<file path="config.mk">
export PLATFORM = sky130hd
export DESIGN_NAME = io_bus_u
export DESIGN_NICKNAME = d
export VERILOG_FILES = /design/src/rtl/io_bus_pkg.sv /design/src/rtl/io_bus_u_sw_debounce.sv /design/src/rtl/io_bus_u.sv
export SDC_FILE = /design/constraint.sdc
export NUM_CORES = 1
export LEC_CHECK = 0
export BUFFER_PORTS_ARGS = -buffer_cell sky130_fd_sc_hd__buf_4
export CAP_MARGIN = 5
export CELL_PAD_IN_SITES_DETAIL_PLACEMENT = 1
export CELL_PAD_IN_SITES_GLOBAL_PLACEMENT = 2
export CORE_ASPECT_RATIO = 1.5
export CORE_MARGIN = 2
export CORE_UTILIZATION = 45
export CTS_CLUSTER_DIAMETER = 60
export CTS_CLUSTER_SIZE = 28
export DETAILED_ROUTE_END_ITERATION = 8
export PLACE_DENSITY = 0.86
export SLEW_MARGIN = 20
export SYNTH_ARGS = -nofsm -noshare
export SYNTH_HDL_FRONTEND = slang
export SYNTH_HIERARCHICAL = 1
export SYNTH_SLANG_ARGS = --single-unit
</file>
<file path="constraint.sdc">
create_clock -name clk -period 2.9 [get_ports clk]
set_clock_uncertainty 0.1 [all_clocks]
set_input_delay 0.435 -clock clk [delete_from_list [all_inputs] [get_ports clk]]
set_output_delay 0.435 -clock clk [all_outputs]
set_load 0.005 [all_outputs]
</file>
<file path="src/rtl/io_bus_pkg.sv">
// io_bus_pkg: address map, funct3 codes and byte-lane helpers shared by io_bus_u
package io_bus_pkg;
   localparam logic [7:0] LED_BASE = 8'h80;
   localparam logic [7:0] SW_OFS   = 8'hC0;
   localparam logic [7:0] STAT_OFS = 8'hC4;
   localparam logic [7:0] MASK_OFS = 8'hC8;
   localparam logic [7:0] TCNT_OFS = 8'hCC;
   localparam logic [7:0] TCMP_OFS = 8'hD0;
   localparam int TMR_BIT = 16;
   typedef enum logic [2:0] {
      F3_B  = 3'b000,
      F3_H  = 3'b001,
      F3_W  = 3'b010,
      F3_BU = 3'b100,
      F3_HU = 3'b101
   } f3_e;
   // stores only have the signed-looking codes; loads also take the unsigned variants
   function automatic logic f3_legal(input logic [2:0] f3, input logic st);
      return st ? f3 inside {F3_B, F3_H, F3_W} : f3 inside {F3_B, F3_H, F3_W, F3_BU, F3_HU};
   endfunction
   function automatic logic [3:0] lane_mask(input logic [2:0] f3, input logic [1:0] off);
      return f3[1:0] == 2'b00 ? 4'b0001 << off : f3[1:0] == 2'b01 ? 4'b0011 << off : 4'b1111;
   endfunction
   // bit 2 of funct3 set means zero-extend
   function automatic logic [31:0] load_ext(input logic [31:0] w, input logic [2:0] f3, input logic [1:0] off);
      logic [7:0] b;
      logic [15:0] h;
      b = w[{off, 3'b000} +: 8];
      h = w[{off[1], 4'b0000} +: 16];
      return f3[1:0] == 2'b00 ? {{24{b[7] & ~f3[2]}}, b} :
             f3[1:0] == 2'b01 ? {{16{h[15] & ~f3[2]}}, h} : w;
   endfunction
endpackage

</file>
<file path="src/rtl/io_bus_u_sw_debounce.sv">
// sw_debounce: two-flop synchroniser and per-bit stability counter for the switch pins
module sw_debounce #(
   parameter int SW_W       = 8,
   parameter int DEB_CYCLES = 4
) (
   input  logic            clk,
   input  logic            rst,
   input  logic [SW_W-1:0] sw,
   output logic [SW_W-1:0] deb,
   output logic [SW_W-1:0] chg
);
   localparam int CW = DEB_CYCLES > 1 ? $clog2(DEB_CYCLES) : 1;
   logic [SW_W-1:0] s1, s2;
   logic [CW-1:0] cnt [SW_W];
   // a bit flips once the synchronised value has disagreed for DEB_CYCLES samples
   always_comb begin
      for (int i = 0; i < SW_W; i++) chg[i] = s2[i] != deb[i] && cnt[i] == CW'(DEB_CYCLES - 1);
   end
   // synchroniser, debounced value and counters
   always_ff @(posedge clk or negedge rst) begin
      if (!rst) begin
         s1  <= '0;
         s2  <= '0;
         deb <= '0;
         for (int i = 0; i < SW_W; i++) cnt[i] <= '0;
      end else begin
         s1  <= sw;
         s2  <= s1;
         deb <= deb ^ chg;
         for (int i = 0; i < SW_W; i++) cnt[i] <= s2[i] != deb[i] && !chg[i] ? cnt[i] + 1'b1 : '0;
      end
   end
endmodule

</file>
<file path="src/rtl/io_bus_u.sv">
// io_bus_u: CPU load/store decoder for scratch RAM, LED ports, debounced switches and a compare timer (IO_TIMER_EN)
module io_bus_u
   import io_bus_pkg::*;
#(
   parameter int ADDR_W     = 8,
   parameter int DEPTH      = 16,
   parameter int NUM_OUT    = 2,
   parameter int SW_W       = 8,
   parameter int DEB_CYCLES = 4
) (
   input  logic               clk,
   input  logic               rst,
   input  logic               req,
   input  logic               we,
   input  logic [ADDR_W-1:0]  addr,
   input  logic [31:0]        wdata,
   input  logic [2:0]         funct3,
   output logic [31:0]        rdata,
   output logic               rvalid,
   output logic               err,
   input  logic [SW_W-1:0]    sw,
   output logic [NUM_OUT*8-1:0] leds_out,
   output logic               irq
);
   localparam int AW = $clog2(DEPTH);
`ifdef IO_TIMER_EN
   localparam logic [31:0] VMASK = (32'd1 << TMR_BIT) | ((32'd1 << SW_W) - 32'd1);
`else
   localparam logic [31:0] VMASK = (32'd1 << SW_W) - 32'd1;
`endif
   logic [7:0] a;
   logic [1:0] off;
   logic [3:0] li, bm;
   logic [31:0] bm32, wsh, cur, merged, set, clr, status, mask, tcount, tcmp;
   logic [SW_W-1:0] deb, chg;
   logic is_ram, is_led, sel_sw, sel_st, sel_mk, sel_tc, sel_tm, hit, mis, bad, wr, rd, tmatch;
   logic [31:0] mem [DEPTH];

   assign a      = addr[7:0];
   assign off    = a[1:0];
   assign li     = a[5:2];
   assign mis    = (funct3[1:0] == 2'b01 && off[0]) || (funct3[1:0] == 2'b10 && off != 2'b00);
   assign is_ram = !a[7];
   assign is_led = {a[7:6], 6'b0} == LED_BASE && {1'b0, li} < 5'(NUM_OUT);
   assign sel_sw = {a[7:2], 2'b00} == SW_OFS;
   assign sel_st = {a[7:2], 2'b00} == STAT_OFS;
   assign sel_mk = {a[7:2], 2'b00} == MASK_OFS;
   assign sel_tc = {a[7:2], 2'b00} == TCNT_OFS;
   assign sel_tm = {a[7:2], 2'b00} == TCMP_OFS;
   assign hit    = is_ram | is_led | sel_sw | sel_st | sel_mk | sel_tc | sel_tm;
   assign bad    = req && (!f3_legal(funct3, we) || mis || !hit);
   assign wr     = req && we && !bad;
   assign rd     = req && !we && !bad;
   assign bm     = lane_mask(funct3, off);
   assign bm32   = {{8{bm[3]}}, {8{bm[2]}}, {8{bm[1]}}, {8{bm[0]}}};
   assign wsh    = wdata << {off, 3'b000};
   assign cur    = is_ram ? mem[a[2 +: AW]] : is_led ? {24'b0, leds_out[{li, 3'b000} +: 8]} :
                   sel_sw ? 32'(deb) : sel_st ? status : sel_mk ? mask :
                   sel_tc ? tcount : sel_tm ? tcmp : '0;
   assign merged = (cur & ~bm32) | (wsh & bm32);
   assign set    = (32'(tmatch) << TMR_BIT) | 32'(chg);
   assign clr    = wr && sel_st ? wsh & bm32 : '0;

   sw_debounce #(.SW_W(SW_W), .DEB_CYCLES(DEB_CYCLES)) u_deb (
      .clk(clk), .rst(rst), .sw(sw), .deb(deb), .chg(chg)
   );

   // scratch RAM keeps unwritten lanes through the merge with the current word
   always_ff @(posedge clk) begin
      if (wr && is_ram) mem[a[2 +: AW]] <= merged;
   end

`ifdef IO_TIMER_EN
   assign tmatch = tcount == tcmp;
   // free-running counter; a store to TCOUNT overrides the increment
   always_ff @(posedge clk or negedge rst) begin
      if (!rst) begin
         tcount <= '0;
         tcmp   <= '0;
      end else begin
         tcount <= wr && sel_tc ? merged : tcount + 32'd1;
         if (wr && sel_tm) tcmp <= merged;
      end
   end
`else
   assign tmatch = 1'b0;
   assign tcount = '0;
   assign tcmp   = '0;
`endif

   // response, output ports, status/mask and registered interrupt
   always_ff @(posedge clk or negedge rst) begin
      if (!rst) begin
         rdata    <= '0;
         rvalid   <= 1'b0;
         err      <= 1'b0;
         leds_out <= '0;
         status   <= '0;
         mask     <= '0;
         irq      <= 1'b0;
      end else begin
         rvalid <= rd;
         err    <= bad;
         if (req && !we) rdata <= rd ? load_ext(cur, funct3, off) : '0;
         if (wr && is_led) leds_out[{li, 3'b000} +: 8] <= merged[7:0];
         status <= ((status & ~clr) | set) & VMASK;
         if (wr && sel_mk) mask <= merged & VMASK;
         irq <= |(status & mask);
      end
   end
endmodule

</file>
# --- Yosys cells after proc, flatten, opt, wreduce, memory -nomap -nowiden ---
# Memory sizes are Yosys's and may differ from the RTL's.
# Cells that the tools add are included.
totals:
  register_bits: 107
  latch_bits: 0
  ram_bits: 512
  mem_bits_ro: 0
  inputBits: 55
  output_inout_bits: 51
  n_memories: 1
op_classes:
  add_sub_neg: 9
  multipliers: 0
  n_div: 0
  n_lt_le_gt_ge: 1
  n_eq_ne: 28
  n_shift: 8
  mux: 23
  bitwise_logic: 18
  n_reduce_logical: 50
memory_table:
  columns: ["name", "depth", "word_bits", "rd", "rd_clocked_by_memory_dff", "wr", "line_no", "rtl"]
  rows:
  - ["mem", 16, 32, 1, 0, 1, "io_bus_u.sv:37", "logic [31:0] mem [DEPTH];"]
ops:
  columns: ["op", "n"]
  rows:
  - ["32-bit two-way mux", 4]
  - ["32-bit bitwise AND", 2]
  - ["8-bit two-way mux", 5]
  - ["32-bit NOT", 1]
  - ["32-bit bitwise OR", 1]
  - ["32-bit OR reduction", 1]
  - ["32-bit by 6-bit variable part select with 16-bit output", 1]
  - ["32-bit by 6-bit variable part select with 8-bit output", 1]
  - ["32-bit by 5-bit << shifter with 32-bit output", 1]
  - ["6-bit equality test (second input constant)", 5]
  - ["1-bit logical AND", 28]
  - ["2-bit equality test (second input constant)", 10]
  - ["2-bit by 1-bit adder with 2-bit output (second input constant)", 8]
  - ["8-bit bitwise AND", 2]
  - ["16-bit bitwise mux", 1]
  - ["2-bit two-way mux", 8]
  - ["8-bit by 9-bit variable shift with 16-bit output (first input constant)", 1]
  - ["16-bit by 8-bit variable part select with 8-bit output", 1]
  - ["8-bit by 9-bit variable part select with 16-bit output", 1]
  - ["1-bit logical NOT", 13]
  - ["7-bit negator with 9-bit output", 1]
  - ["4-bit two-way mux", 2]
  - ["1-bit inequality test", 8]
  - ["8-bit NOT", 1]
  - ["other kinds (19)", 30]

# --- Depth between registers and ports, before layout ---
depth:
  depth_word: 18
  ltp_mapped: 16
  depth_no_buf: 10

# --- Modules after synthesis ---
# The synthesis kept the hierarchy.
by_module_without_submodules:
  columns: ["mod", "n_inst", "cells_per_inst", "area_each_um2", "seq_area_each_um2"]
  rows:
  - ["io_bus_u", 1, 1362, 24248.3, 17051.4]
  - ["sw_debounce", 1, 88, 1451.4, 1001.0]

# --- Least setup slack after synthesis ---
# No wires, ideal clock.
synth_path:
  kind: "input to register"
  startpoint: "input port addr[2]"
  endpoint: "memory mem[0][0], enable pin"
  arrival_ns: 4.705
  required_ns: 2.339
  slack_ns: -2.366
  path_stages: 13
  n_path_buf: 5
  path_cell_list: "buf_6 buf_6 buf_4 inv_2 buf_4 ha_1 clkbuf_1 nor2_1 o21bai_1 o2111ai_2 nor3_1 nand2_1 nor3_1"
synth_between:
  elab_chain_cells: 16
synth_rtl:
  columns: ["item", "line_no", "rtl"]
  rows:
  - ["start, declared", "io_bus_u.sv:15", "input logic [ADDR_W-1:0] addr,"]
  - ["4-bit by 2-bit less-than comparator with 1-bit output", "io_bus_u.sv:44", "assign is_led = {a[7:6], 6'b0} == LED_BASE && {1'b0, li} < 5'(NUM_OUT);"]
  - ["1-bit logical AND", "io_bus_u.sv:44", null]
  - ["1-bit bitwise OR (6 in a row)", "io_bus_u.sv:50", "assign hit = is_ram | is_led | sel_sw | sel_st | sel_mk | sel_tc | sel_tm;"]
  - ["1-bit logical NOT", "io_bus_u.sv:51", "assign bad = req && (!f3_legal(funct3, we) || mis || !hit);"]
  - ["1-bit logical OR", "io_bus_u.sv:51", null]
  - ["1-bit logical AND", "io_bus_u.sv:51", null]
  - ["1-bit logical NOT", "io_bus_u.sv:52", "assign wr = req && we && !bad;"]
  - ["1-bit logical AND", "io_bus_u.sv:52", null]
  - ["1-bit logical AND", "io_bus_u.sv:70", "if (wr && is_ram) mem[a[2 +: AW]] <= merged;"]
  - ["1-bit two-way mux", "io_bus_u.sv:70", null]
  - ["1-bit two-way mux (implied by the code)", "io_bus_u.sv:70", null]
  - ["end, declared", "io_bus_u.sv:37", null]
# Parallel ways exist; a longest one is shown, timed or not.

# --- Final worst setup path ---
layout_path:
  startpoint: "memory mem[15][15]"
  endpoint: "register rdata[7]"
layout_between:
  elab_chain_cells: 5
layout_rtl:
  columns: ["item", "line_no", "rtl"]
  rows:
  - ["memory read 16 x 32 bit", null, null]
  - ["32-bit two-way mux", "io_bus_u.sv:57", "assign cur = is_ram ? mem[a[2 +: AW]] : is_led ? {24'b0, leds_out[{li, 3'b000} +: 8]} :"]
  - ["32-bit by 6-bit variable part select with 8-bit output", "io_bus_pkg.sv:28", "b = w[{off, 3'b000} +: 8];"]
  - ["32-bit two-way mux", "io_bus_pkg.sv:30", "return f3[1:0] == 2'b00 ? {{24{b[7] & ~f3[2]}}, b} :"]
  - ["32-bit two-way mux", "io_bus_u.sv:104", "if (req && !we) rdata <= rd ? load_ext(cur, funct3, off) : '0;"]
  - ["end signal, assigned", "io_bus_u.sv:104", null]
  - ["end, declared", "io_bus_u.sv:18", "output logic [31:0] rdata,"]
# No other way between the ends.
# A chain may end at the register's enable or synchronous reset.

==> results.rst <==
.. list-table::
   :header-rows: 1

   * - Metric
     - Value
   * - Stage delay of the slowest cell on the critical path
     - ~0.48 ns
   * - # nets final
     - roughly 1800
   * - First DRT Iteration DRCs
     - 1188
   * - Standard-cell rows
     - about 110
   * - Status
     - finished, final reports clean
   * - Slowest-stage cell, CP
     - mux4_2
   * - Minimum setup slack among reg-to-reg paths
     - 0.28 ns
   * - Number of vias after detailed routing
     - between 15000 and 20000
   * - Area of the multi-input gates
     - around 0.0073 mm2
   * - Post_cts resized
     - 0
   * - Largest voltage drop on the vdd net
     - 477 uV
   * - FF+latch count, synth
     - between 600 and 700
   * - Drt pass-1 iters
     - 5
   * - Register clock-pin slew on the reported worst setup and hold paths
     - between 0.1 and 0.15 ns
   * - Min cycle time layout
     - about 2.6 ns
   * - Cell area after synthesis
     - approximately 0.026 mm2
   * - Remaining number of nets flagged by the antenna check after routing
     - 0
   * - Overall die height
     - 297 um
   * - Least-Margin Pin Slew
     - between 0.7 and 0.8 ns
   * - Clock root cell
     - clkbuf_16
   * - Number of buffers inserted by port buffering
     - approximately 110
   * - Cell depth of the worst min-delay path
     - 4
   * - Placed standard-cell area
     - 0.0297 mm2
   * - Setup Viol. Count Final
     - 0
   * - Net switching fraction of the power
     - between 20% and 30%
   * - Number of levels the H-tree was split into
     - 1
   * - Top-level port count
     - approximately 110
   * - RSZ-0062 raised after global routing
     - no
   * - Leakage dissipation
     - roughly 0.011 uW
   * - Worst r2r path cells
     - 7
   * - Final Hold Vio Count
     - 0
   * - Synth Area per Inst
     - 17.7 um2
   * - Power density of the placed cells
     - 560 mW/mm2
   * - Critical R2R Capture
     - rdata[7]
   * - Total Wirelength
     - between 70000 and 80000 um
   * - Detailed Place HPWL
     - approximately 53000 um
   * - Area delta synth->final
     - 19.8%
   * - Sequential cell area
     - 0.0181 mm2
   * - Hold Crit Endpoint
     - status[0]
   * - Clock Sink Count
     - between 600 and 700
   * - Number of synthesized flops with an enable pin
     - just over 500
   * - Non-Filler Cell Area, Final
     - 0.0308 mm2
   * - Class of the tightest hold or removal check
     - in -> reg
   * - Final design utilization
     - between 50% and 60%
   * - Number of violations of the max-capacitance limit
     - 0
   * - Bufs and invs on worst path
     - 0
   * - Core region area
     - 0.0566 mm2
   * - Net switching power figure
     - between 4000 and 5000 uW
   * - Category of cells accounting for the largest share of critical-path delay
     - compound AO/OA/AOI/OAI gates
   * - Average detailed-routed wire length per instance
     - between 20 and 30 um
   * - Worst Path Required
     - 3.33 ns
   * - Internal Pwr Total
     - roughly 13000 uW
   * - Fmax
     - 0.382 GHz
   * - Number of global-route vias before repair
     - between 15000 and 20000
   * - Max Slew Vio Count
     - 0
   * - Primary flip-flop cell chosen by synthesis mapping
     - edfxtp_1
   * - Cell Chain, Critical Path
     - mux4_2, a22oi_1, o31ai_1, a221oi_2, a31oi_4, and3_1, a221o_1
   * - Clock tree from TritonCTS
     - yes
   * - Starting utilization of the core area
     - between 40% and 50%
   * - Critical hold path startpoint
     - wdata[0]
   * - Worst reg2reg path startpoint
     - mem[15][15]
   * - Overall overflow remaining after global route
     - 0
   * - Routability-driven placement congestion ratio
     - roughly 0.9
   * - Data arrival, critical path
     - roughly 3.1 ns
   * - Maximum buffer depth of the clock tree
     - 3
   * - Total DRC errors in the routed layout
     - 0
   * - Part of the power in the clock network
     - 28.2%
   * - Filler cells
     - roughly 5200
   * - # diodes
     - 0
   * - Portion of the post-synthesis area used by sequential elements
     - a little over two thirds
   * - Tot GR Track Use
     - approximately a quarter
   * - Sequential cell fraction of total power
     - about three fifths
   * - First-pass GRT wire length
     - between 100000 and 150000 um
   * - Share of async-settable or async-resettable flops after synthesis
     - 17.3%
   * - Maximum number of pins on one net before global-route repair
     - 76
   * - Class of the most critical setup path
     - reg -> reg
   * - Final Hold Slack
     - 0.0851 ns
   * - CP startpoint kind
     - flop
   * - Critical Path End Type
     - flop
   * - Antenna violations before repair
     - 1
   * - Width of the chip
     - around 200 um
   * - Average vias per placed instance
     - between 6 and 7
   * - Setup TNS
     - 0 ns
   * - Number of warnings reported in the yosys synthesis log
     - 6
   * - Die ar.
     - 0.0591 mm2
   * - Number of distinct standard cells referenced by the synthesized netlist
     - between 70 and 80
   * - Logic gate share of total power
     - between 10% and 20%
   * - Max Fanout on Critical Path
     - 4
   * - Fraction of the cycle the final worst path needs
     - ~90%
   * - Nets in the synthesized netlist
     - approximately 1500
   * - Slew Limit Headroom
     - 46.8%
   * - Clock Latency Late Sink
     - 0.65 ns
   * - Post-synthesis cell count
     - between 1000 and 1500
   * - Proportion of layout cells with a drive suffix above 1
     - 35.7%
   * - Inserted Clock Buffers
     - 30
-- power groups by stage --
stage	registers, uW	clock network [uW]	logic, uW
floorplan	10300	0	1170
global placement	10400	0	2050
detailed placement	10400	0	2170
CTS	10200	4950	2190
global route	10200	5210	2370
finish	10200	4870	2210
-- state kept, by name, summed over array words and instances (netlist names), 8 cells and up, named ones only --
signal     count
u_deb/s1       8
u_deb/cnt     16
status         8
rdata         32
mem          512
u_deb/s2       8
leds_out      16
mask           8
-- synthesized netlist by cell type (2+ instances only) --
| cell type | instances | area share, % |
|---|---|---|
| nand4_2 | 2 | 0.097 |
| mux2_2 | 68 | 3.0 |
| a32oi_1 | 3 | 0.10 |
| nand2b_1 | 15 | 0.37 |
| a221oi_2 | 2 | 0.12 |
| nand3b_1 | 6 | 0.18 |
| o211ai_1 | 10 | 0.29 |
| and3_1 | 2 | 0.049 |
| o21ai_1 | 10 | 0.19 |
| nand4_1 | 2 | 0.049 |
| and2_1 | 3 | 0.073 |
| buf_4 | 7 | 0.20 |
| a22oi_1 | 42 | 1.2 |
| nor2_1 | 48 | 0.70 |
| a21o_1 | 2 | 0.058 |
| nor3b_2 | 9 | 0.44 |
| a221oi_1 | 15 | 0.51 |
| buf_2 | 19 | 0.37 |
| clkbuf_1 | 31 | 0.45 |
| inv_1 | 23 | 0.34 |
| o31ai_1 | 7 | 0.20 |
| mux2i_1 | 53 | 2.1 |
| a221o_1 | 5 | 0.19 |
| or2_2 | 6 | 0.15 |
| nor3_1 | 22 | 0.43 |
| a31oi_1 | 4 | 0.097 |
| a22o_1 | 8 | 0.27 |
| nor2b_1 | 27 | 0.66 |
| nand2_1 | 62 | 0.91 |
| dfrtp_1 | 107 | 10 |
| ha_1 | 16 | 0.78 |
| a211oi_1 | 16 | 0.47 |
| o22ai_1 | 10 | 0.24 |
| xnor2_1 | 10 | 0.34 |
| o21ai_0 | 51 | 0.99 |
| mux4_2 | 114 | 10 |
| a21oi_1 | 34 | 0.66 |
| edfxtp_1 | 512 | 60 |
| nand3_1 | 7 | 0.14 |
| o221ai_1 | 3 | 0.10 |
| buf_1 | 6 | 0.088 |
| buf_6 | 18 | 0.79 |
| o2111ai_1 | 3 | 0.10 |
-- metrics by stage --
stage               setup WS (ns)  total power, uW  std cells
global route                0.140            17800       2538
global placement           -0.209            12400       2479
finish                      0.281            17300       2538
CTS                        0.0441            17300       2537
floorplan                  -0.697            11500       1450
detailed placement         -0.325            12500       2479
-- per-layer routing --
layer	GRT usage, %	routed length [um]
met5	0	14
met2	45.7	38800
met3	3.68	5060
met4	12.9	4140
met1	31.4	27400
-- area by class of cell --
cell class | count | area share [%]
clock buffer | 30 | 2.44
clock inverter | 18 | 0.618
inverter | 24 | 0.317
multi-input combinational | 726 | 23.7
sequential | 619 | 58.6
tap | 763 | 3.10
timing repair buffer | 358 | 11.2
-- worst max-delay path by stage --
stage               slack [ns]        end  cells past startpoint   startpoint
floorplan                -0.70  mem[1][0]                     13      addr[2]
global placement         -0.21  rdata[20]                      9      addr[2]
detailed placement       -0.33  rdata[21]                      9      addr[2]
CTS                       0.04  rdata[21]                      7  mem[15][15]
global route              0.14  rdata[21]                      8  mem[15][15]
finish                    0.28   rdata[7]                      7  mem[15][15]
-- cells in the final DEF, fill, tap and decap left out, types with 5 or more instances in the layout --
cell type and count:
a211oi_1 16, a21oi_1 34, a221o_1 5, a221oi_1 15, a22o_1 8, a22oi_1 42
buf_12 58, buf_4 288, clkbuf_16 30, dfrtp_1 107, dlygate4sd3_1 10, edfxtp_1 512
ha_1 15, inv_1 23, mux2_2 66, mux2i_1 53, mux4_2 114, nand2_1 58
nand2b_1 15, nand3_1 7, nand3b_1 6, nor2_1 36, nor2_4 12, nor2b_1 27
nor3_1 17, nor3_4 5, nor3b_2 8, o211ai_1 10, o21ai_0 51, o21ai_1 10
o22ai_1 9, o31ai_1 5, or2_2 6, xnor2_1 10
-- worst reg2reg max path, cell delays in order, from the launching register on --
cell      delay [ns]
edfxtp_1        0.41
mux4_2          0.48
a22oi_1         0.30
o31ai_1         0.24
a221oi_2        0.45
a31oi_4         0.09
and3_1          0.20
a221o_1         0.26
-- logic make-up after synthesis --
logic type	count (synthesis)	synth area share (%)
flip-flops	619	70.2
AO/OA/AOI/OAI	243	6.68
multiplexers	236	15.1
AND/OR/NAND/NOR	221	4.56
buffers and inverters	105	2.25
adder cells (fa/ha/maj)	16	0.779
XOR/XNOR	10	0.341
-- timing repair --
| action | CTS | global route |
|---|---|---|
| endpoints found under the setup margin | 0 | 11 |
| setup buffers | 0 | 1 |
| endpoints found under the hold margin | 41 | 0 |
| hold buffers | 10 | 0 |
Note: power is estimated with default switching activity, not from simulation.
